$ cat src/rtl/mem_bus_arbiter.sv
// mem_bus_arbiter: shares the single main-memory port between the CPU memory
// cycle (mreq_n / r_w_n / ack) and a DMA requester. Each access runs a
// fixed-latency memory cycle, then returns a one-cycle ack to the winner.
// CPU has priority. Define ARB_STARVE_GUARD_EN to add a DMA starvation guard
// that forces a DMA win after STARVE_LIMIT pending cycles.
//
// state  | meaning
// IDLE   | arbitrate; latch winner's addr/wdata/we; load wait counter
// ACCESS | mem_en high, mem_* stable; counter runs down to 0
// DONE   | one-cycle ack to the owner; back to IDLE
module mem_bus_arbiter #(
  parameter int WAIT_CYCLES  = 2,
  parameter int STARVE_LIMIT = 8
) (
  input  logic        clk,
  input  logic        RESET_N,
  input  logic        cpu_mreq_n,
  input  logic        cpu_r_w_n,
  input  logic [15:0] cpu_addr,
  input  logic [15:0] cpu_wdata,
  output logic        cpu_ack,
  input  logic        dma_req,
  input  logic        dma_we,
  input  logic [15:0] dma_addr,
  input  logic [15:0] dma_wdata,
  output logic        dma_ack,
  output logic [15:0] rdata,
  output logic        mem_en,
  output logic        mem_we,
  output logic [15:0] mem_addr,
  output logic [15:0] mem_wdata,
  input  logic [15:0] mem_rdata,
  output logic        owner_dma,
  output logic        starve_flag
);

  if (WAIT_CYCLES < 1 || WAIT_CYCLES > 15 || STARVE_LIMIT < 1 || STARVE_LIMIT > 255) begin : g_param_check
    $error("mem_bus_arbiter: WAIT_CYCLES or STARVE_LIMIT out of range");
  end

  localparam logic [3:0] WAIT_LOAD = 4'(WAIT_CYCLES - 1);

  typedef enum logic [1:0] {
    IDLE   = 2'd0,
    ACCESS = 2'd1,
    DONE   = 2'd2
  } state_t;

  state_t     state, state_nxt;
  logic [3:0] wait_cnt, wait_nxt;
  logic       cpu_req;
  logic       promote;
  logic       grant_cpu;
  logic       grant_dma;
  logic       last_access;

  assign cpu_req     = ~cpu_mreq_n;
  // an armed starvation guard only matters while DMA is actually asking
  assign promote     = starve_flag & dma_req;
  assign grant_cpu   = (state == IDLE) & cpu_req & ~promote;
  assign grant_dma   = (state == IDLE) & dma_req & (promote | ~cpu_req);
  assign last_access = (state == ACCESS) & (wait_cnt == 4'd0);

  assign mem_en  = (state == ACCESS);
  assign cpu_ack = (state == DONE) & ~owner_dma;
  assign dma_ack = (state == DONE) &  owner_dma;

  // state and wait-counter registers
  always_ff @(posedge clk or negedge RESET_N) begin
    if (!RESET_N) begin
      state    <= IDLE;
      wait_cnt <= 4'd0;
    end else begin
      state    <= state_nxt;
      wait_cnt <= wait_nxt;
    end
  end

  // next-state and wait-counter update
  always_comb begin
    state_nxt = state;
    wait_nxt  = wait_cnt;
    case (state)
      IDLE: begin
        if (grant_cpu || grant_dma) begin
          state_nxt = ACCESS;
          wait_nxt  = WAIT_LOAD;
        end
      end
      ACCESS: begin
        if (wait_cnt == 4'd0) state_nxt = DONE;
        else                  wait_nxt  = wait_cnt - 4'd1;
      end
      DONE:    state_nxt = IDLE;
      default: state_nxt = IDLE;
    endcase
  end

  // latch the winner's request at grant; capture read data on the last access cycle
  always_ff @(posedge clk or negedge RESET_N) begin
    if (!RESET_N) begin
      mem_we    <= 1'b0;
      mem_addr  <= 16'h0000;
      mem_wdata <= 16'h0000;
      owner_dma <= 1'b0;
      rdata     <= 16'h0000;
    end else begin
      if (grant_cpu) begin
        mem_we    <= ~cpu_r_w_n;
        mem_addr  <= cpu_addr;
        mem_wdata <= cpu_wdata;
        owner_dma <= 1'b0;
      end else if (grant_dma) begin
        mem_we    <= dma_we;
        mem_addr  <= dma_addr;
        mem_wdata <= dma_wdata;
        owner_dma <= 1'b1;
      end
      if (last_access && !mem_we) rdata <= mem_rdata;
    end
  end

`ifdef ARB_STARVE_GUARD_EN
  localparam logic [7:0] STARVE_MAX = 8'(STARVE_LIMIT);

  logic [7:0] starve_cnt;

  assign starve_flag = (starve_cnt == STARVE_MAX);

  // count cycles DMA waits while not being served; saturate at the limit
  always_ff @(posedge clk or negedge RESET_N) begin
    if (!RESET_N) begin
      starve_cnt <= 8'd0;
    end else if (!dma_req || grant_dma) begin
      starve_cnt <= 8'd0;
    end else if (!(owner_dma && state != IDLE) && starve_cnt != STARVE_MAX) begin
      starve_cnt <= starve_cnt + 8'd1;
    end
  end
`else
  assign starve_flag = 1'b0;
`endif

endmodule

$ cat config.mk
export PLATFORM = sky130hd
export DESIGN_NAME = mem_bus_arbiter
export DESIGN_NICKNAME = d
export VERILOG_FILES = /design/src/rtl/mem_bus_arbiter.sv
export SDC_FILE = /design/constraint.sdc
export NUM_CORES = 1
export LEC_CHECK = 0
export CAP_MARGIN = 40
export CORE_MARGIN = 5
export CORE_UTILIZATION = 39
export CTS_CLUSTER_SIZE = 30
export DETAILED_ROUTE_END_ITERATION = 16
export PLACE_DENSITY = 0.8
export SLEW_MARGIN = 10
export SYNTH_ARGS = -nofsm -noshare
export SYNTH_HDL_FRONTEND = slang
export SYNTH_SLANG_ARGS = --single-unit
$ cat constraint.sdc
create_clock -name clk -period 2.5 [get_ports clk]
set_input_delay 0.5 -clock clk [delete_from_list [all_inputs] [get_ports clk]]
set_output_delay 0.5 -clock clk [all_outputs]
set_load 0.01 [all_outputs]
==> results of run 1 <==
-- layout make-up --
class	instances	area share, %
repair buffers	145	34.9
clock buffers	5	1.68
clock inverters	3	1.04
well taps	77	2.35
inverters	6	0.550
flip-flops and latches	56	34.2
multi-input cells	147	25.2
-- where the power goes --
part           switching, W  internal [W]  total [W]
combinational       0.00113       0.00153    0.00266
sequential         0.000358       0.00137    0.00173
clock              0.000300      0.000297   0.000597
total               0.00179       0.00320    0.00498
-- critical path, delay by kind of cell (launching register included) --
family	cells	cell delay [ps]
flip-flops	1	520
AND/OR/NAND/NOR	1	260
buffers and inverters	1	580
-- state kept, by name, indices dropped and copies added (netlist names) --
signal and flops:
rdata 16, mem_we 1, owner_dma 1, wait_cnt 4, mem_addr 16, state 2
mem_wdata 16
-- through the flow --
step	hold slack (ps)	util, %	setup slack (ps)	instance area, µm²	power, W
3_3_place_gp	485	62.4	312	3980	0.00432
4_1_cts	183	64.1	314	4090	0.00503
3_5_place_dp	492	62.4	264	3980	0.00443
6_report	169	64.1	326	4090	0.00498
5_1_grt	213	64.1	262	4090	0.00534
2_1_floorplan	204	-	542	2570	0.00311
-- cell families (layout without fill, tap and decap cells) --
kind of cell,count (synthesis),in the layout
buffers and inverters,29,159
other,1,1
AOI/OAI and AO/OA,106,106
DFF,56,56
muxes,18,18
and+or+nand+nor,20,20
adders and majority gates,2,2
-- routing by layer --
metal / wire length [µm] / GRT usage [%] / share of wire [%]
met1: 3310 / 23.1 / 42
met2: 3930 / 32.2 / 49
met3: 664 / 5.54 / 8.4
met4: 32 / 3.67 / 0.40
met5: 0 / 0 / 0
-- path summary, 6_finish.rpt --
path	from	endpoint	slack (ps)	cells past startpoint
hold / removal	RESET_N	rdata[1]	170	1
min in group clk	rdata[5]	rdata[5]	510	1
setup / recovery	state[0]	dma_ack	330	2
hold reg to reg	rdata[5]	rdata[5]	510	1
max in group asynchronous	RESET_N	mem_addr[9]	1670	2
setup reg to reg	wait_cnt[0]	rdata[6]	490	5
-- placed cells by master, fill, tap and decap left out, types with 2 or more instances in the layout --
cell / netlist / routed
clkdlybuf4s50_1: 0 / 137
o22ai_1: 64 / 64
dfrtp_1: 56 / 56
a21oi_1: 34 / 34
mux2_4: 10 / 10
mux2_2: 7 / 7
buf_4: 2 / 7
inv_1: 6 / 6
clkbuf_8: 0 / 5
o21ai_0: 3 / 3
nand2b_1: 3 / 3
nor3b_1: 2 / 2
or3_1: 2 / 2
nand2_1: 2 / 2
a21boi_0: 2 / 2
ha_1: 2 / 2
==> flow_metrics.py, run 1 <==
metrics = {
    "status": {
        "status": "completed",
    },
    "clock_network": {
        "clk_pin_slew_ps": 100,
        "clock_latency_ps": 310,
        "postCtsSetupBuffers": 0,
        "cts_buffers": 5,
        "cts_tree": "done",
        "cts.sinks": 56,
        "holdBufCountCts": 0,
        "clock_path_buffers": 2,
        "cts_resized": 0,
        "root_buffer": "clkbuf_8",
        "h-tree-depth": 2,
    },
    "synth": {
        "synth_edf_count": 0,
        "synthFlopType": "dfrtp_1",
        "synth_most_common_cell": "o22ai_1",
        "yosysSeqAreaShare_pct": 54.4,
        "synth_top_family_by_area": "compound AO/OA/AOI/OAI gates",
        "synth_cell_types": 35,
        "ys_ff_latch": 56,
        "synth_cells": 232,
        "muxShareOfSynthArea_pct": 9.29,
        "synth_compound_area_share_pct": 24.4,
        "netlist_top_cells_area": "dfrtp_1, o22ai_1, a21oi_1",
        "yosysTopAreaCell": "dfrtp_1",
        "yosysTopAreaCellShare_pct": 54.4,
        "synth.avg_cell_area_um2": 11.1,
        "synth-simple-area-share_pct": 5.30,
        "synth-xor-area-share_pct": 0,
        "syn_area_mm2": 0.00257,
        "synth_nets": 320,
        "ys_top_cells_by_count": "o22ai_1, dfrtp_1, a21oi_1, clkbuf_1, mux2_4",
        "ys_warn_count": 0,
        "async_reset_ff_share_pct": 100,
        "synth-adder-area-share_pct": 0.972,
    },
    "power": {
        "ir_drop_mv": 0.635,
        "power.density_mw_per_mm2": 1220,
        "p_leak_nw": 1.66,
    },
    "placed_design": {
        "dp_hpwl_um": 5770,
        "placed_cells": 431,
        "place_congestion": 0.792,
        "portBuffers": 138,
    },
    "grt": {
        "track_usage_pct": 18.6,
        "gr-total-overflow": 0,
        "grt_pass1_vias": 2558,
        "grt_max_degree": 37,
        "grt_pass1_wl_um": 12700,
        "antenna_found_initial": 0,
    },
    "sta": {
        "hold_viol_final": 0,
        "setup_tns_ps": 0,
        "tightest_slew_ps": 694,
        "fin_skew_ps": 7.69,
        "rsz0062_at_grt": "no",
        "fmax_mhz": 460,
        "layout_min_cycle_time_ps": 2170,
        "slew_viol_final": 0,
        "setup_viol": 0,
        "min_period_over_period_pct": 86.9,
        "slew_headroom_pct": 53.8,
    },
    "min_path": {
        "hold_class": "primary input to async pin",
    },
    "cells_and_area": {
        "diodes": 0,
        "nets": 449,
        "finalNonFillerCells": 439,
        "synthToLayoutAreaGrowth_pct": 59.1,
        "seqCellArea_mm2": 0.00140,
        "num-fill-cells": 521,
        "layout-drive-gt1-share_pct": 10.5,
        "multi_input_area_mm2": 0.00103,
    },
    "worst_setup_path": {
        "path_cells": "nor3b_1, clkdlybuf4s50_1",
        "critPathKind": "flip-flop to output pin",
        "required_ps": 2000,
        "crit_arrival_ps": 1670,
        "critPathMaxFanout": 9,
        "slowest_stage": "clkdlybuf4s50_1",
        "startpoint_type": "flip-flop",
        "endpoint_kind": "output pin",
        "max_stage_delay_ps": 580,
    },
    "detailed_routing": {
        "vias": 2407,
        "firstDrtPassIters": 4,
        "drt_first_iter_violations": 130,
        "via_per_inst": 5.48,
        "drtAntennaViolNets": 0,
        "drcViolationCount": 0,
        "wire_per_inst_um": 18.1,
        "drt-total-wl_um": 7940,
    },
    "die": {
        "coreArea_mm2": 0.00639,
        "rows": 29,
        "die_x_um": 91.2,
        "ioPinCount": 140,
        "dieHeight_um": 91.2,
        "initial_core_util_pct": 40.3,
        "die_area_mm2": 0.00832,
    },
    "job": {
        "cap_violations": 0,
    },
}
(Power assumes the default switching activity.)
==> run 2, diff against run 1 <==
Settings changed: CORE_MARGIN 5 to 8, SKIP_CTS_REPAIR_TIMING set to 1.
==> run 2 against run 1 <==
Register-to-register slack better by 20 ps. Wire length increased by 5.3%. Worst hold slack improved by 54 ps. Via count grew 1.8%. Critical path depth unchanged. Highest routed layer unchanged. Die area is 14% higher. Largest cell class unchanged. Power is 0.62% higher. Sequential power barely moved. Sequential cell count is the same. Non-clock buffer count is 1 higher. Fmax is 0.65% lower. Clock skew decreased by 2.7 ps.
==> flow_metrics.py, run 2 (same netlist as run 1, synthesis figures left out) <==
metrics = {
    "sta": {
        "tightest_slew_ps": 721,
        "fin_ws_ps": 312,
        "layout_min_cycle_time_ps": 2190,
        "hold_viol_final": 0,
        "rsz0062_at_grt": "no",
        "fin_skew_ps": 4.96,
        "slew_viol_final": 0,
        "min_period_over_period_pct": 87.5,
        "setup_tns_ps": 0,
        "slew_headroom_pct": 51.9,
        "fmax_mhz": 457,
        "setup_viol": 0,
    },
    "detailed_routing": {
        "drcViolationCount": 0,
        "drtAntennaViolNets": 0,
        "wl_met3_um": 730,
        "wire_per_inst_um": 19.0,
        "drt_first_iter_violations": 126,
        "drt-total-wl_um": 8360,
        "maxUsedRoutingLayer": "met4",
        "wl_met2_um": 4070,
        "via_per_inst": 5.57,
        "vias": 2451,
        "firstDrtPassIters": 6,
        "wl_met1_um": 3510,
    },
    "grt": {
        "grt_pass1_vias": 2594,
        "grt_pass1_wl_um": 13700,
        "track_usage_pct": 17.4,
        "grt_max_degree": 37,
        "gr-total-overflow": 0,
        "antenna_found_initial": 0,
    },
    "clock_network": {
        "root_buffer": "clkbuf_8",
        "cts_buffers": 5,
        "clock_path_buffers": 2,
        "clock_latency_ps": 300,
        "h-tree-depth": 2,
        "cts_tree": "done",
        "clk_pin_slew_ps": 100,
        "cts.sinks": 56,
    },
    "cells_and_area": {
        "layout_commonest_cell": "clkdlybuf4s50_1",
        "synthToLayoutAreaGrowth_pct": 59.8,
        "multi_input_area_mm2": 0.00103,
        "seqCellArea_mm2": 0.00140,
        "nets": 450,
        "reg_top3": "mem_addr x16, mem_wdata x16, rdata x16",
        "layout-drive-gt1-share_pct": 10.7,
        "layout_common_cells": "clkdlybuf4s50_1, o22ai_1, dfrtp_1, a21oi_1, mux2_4",
        "num-fill-cells": 526,
        "diodes": 0,
    },
    "min_path": {
        "hold_class": "primary input to async pin",
    },
    "worst_setup_path": {
        "max_stage_delay_ps": 580,
        "rr_endpoint": "rdata[8]",
        "reg2regPathDepth": 5,
        "endpoint_kind": "output pin",
        "critPathKind": "flip-flop to output pin",
        "critPathMaxFanout": 9,
        "path_cells": "nor3b_1, clkdlybuf4s50_1",
        "slowest_stage": "clkdlybuf4s50_1",
        "required_ps": 2000,
        "startpoint_type": "flip-flop",
        "timing.rr.start": "wait_cnt[0]",
        "crit_arrival_ps": 1690,
        "rrSetupSlack_ps": 510,
    },
    "power": {
        "power.density_mw_per_mm2": 1220,
        "p_leak_nw": 1.67,
        "ir_drop_mv": 0.720,
    },
    "die": {
        "die_x_um": 97.2,
        "initial_core_util_pct": 40.5,
        "rows": 29,
        "coreArea_mm2": 0.00635,
        "ioPinCount": 140,
        "die_area_mm2": 0.00945,
        "dieHeight_um": 97.2,
    },
    "placed_design": {
        "dp_hpwl_um": 6260,
        "place_congestion": 0.747,
        "dp_slack_ps": 252,
        "portBuffers": 138,
    },
    "job": {
        "cap_violations": 0,
    },
    "status": {
        "status": "completed",
    },
}
run 2: cell count changes in the layout (fill, tap and decap cells not counted):
cell / change
buf_12: +1
run 2: how the worst max path moves through the flow:
stage                           start      endpoint  slack, ps  cells after the start
after floorplan           wait_cnt[0]     rdata[10]        540                      7
after global placement        dma_req  mem_wdata[1]        350                      4
after detailed placement      dma_req   mem_addr[9]        250                      4
after CTS                    state[0]       cpu_ack        290                      2
after global routing         state[0]       cpu_ack        200                      2
final                        state[0]       cpu_ack        310                      2
run 2: layout make-up:
class / instances / share of cell area [%]
well taps: 77 / 2.34
repair buffers: 146 / 35.2
inverters: 6 / 0.547
multi-input cells: 147 / 25.1
flip-flops and latches: 56 / 34.1
clock inverters: 3 / 1.03
clock buffers: 5 / 1.67
run 2: worst max-delay path: cells and delay by family (launching register included):
kind                   cells  cell delay (ps)
DFF                        1              520
buffers and inverters      1              580
and+or+nand+nor            1              280
run 2: metrics by stage:
step	total power, W	utilization (%)	cell area (µm²)	hold WS, ps	cells
final	0.00501	64.8	4110	223	440
after global routing	0.00538	64.8	4110	260	440
after CTS	0.00507	64.8	4110	242	440
after detailed placement	0.00446	63.0	4000	493	432
after global placement	0.00436	63.0	4000	485	432
after floorplan	0.00311	-	2570	204	232
run 2: layer usage:
layer / vias up / global-route usage [%]
met5: - / 0
met4: 0 / 2.91
met1: 1184 / 21.6
met3: 4 / 6.83
li1: 1143 / -
met2: 120 / 28.1
run 2: power by group:
group / total [W] / internal (W) / switching, W / leakage [nW]
logic: 0.00269 / 0.00155 / 0.00115 / 0.966
registers: 0.00173 / 0.00137 / 0.000354 / 0.649
clock network: 0.000595 / 0.000297 / 0.000298 / 0.0541
total: 0.00501 / 0.00322 / 0.00180 / 1.67
==> run 3, diff against run 2 <==
Settings changed: HOLD_SLACK_MARGIN set to 0.06.
==> results of run 3 <==
Same layout as run 2: the final DEF is identical, and so are final timing and power.
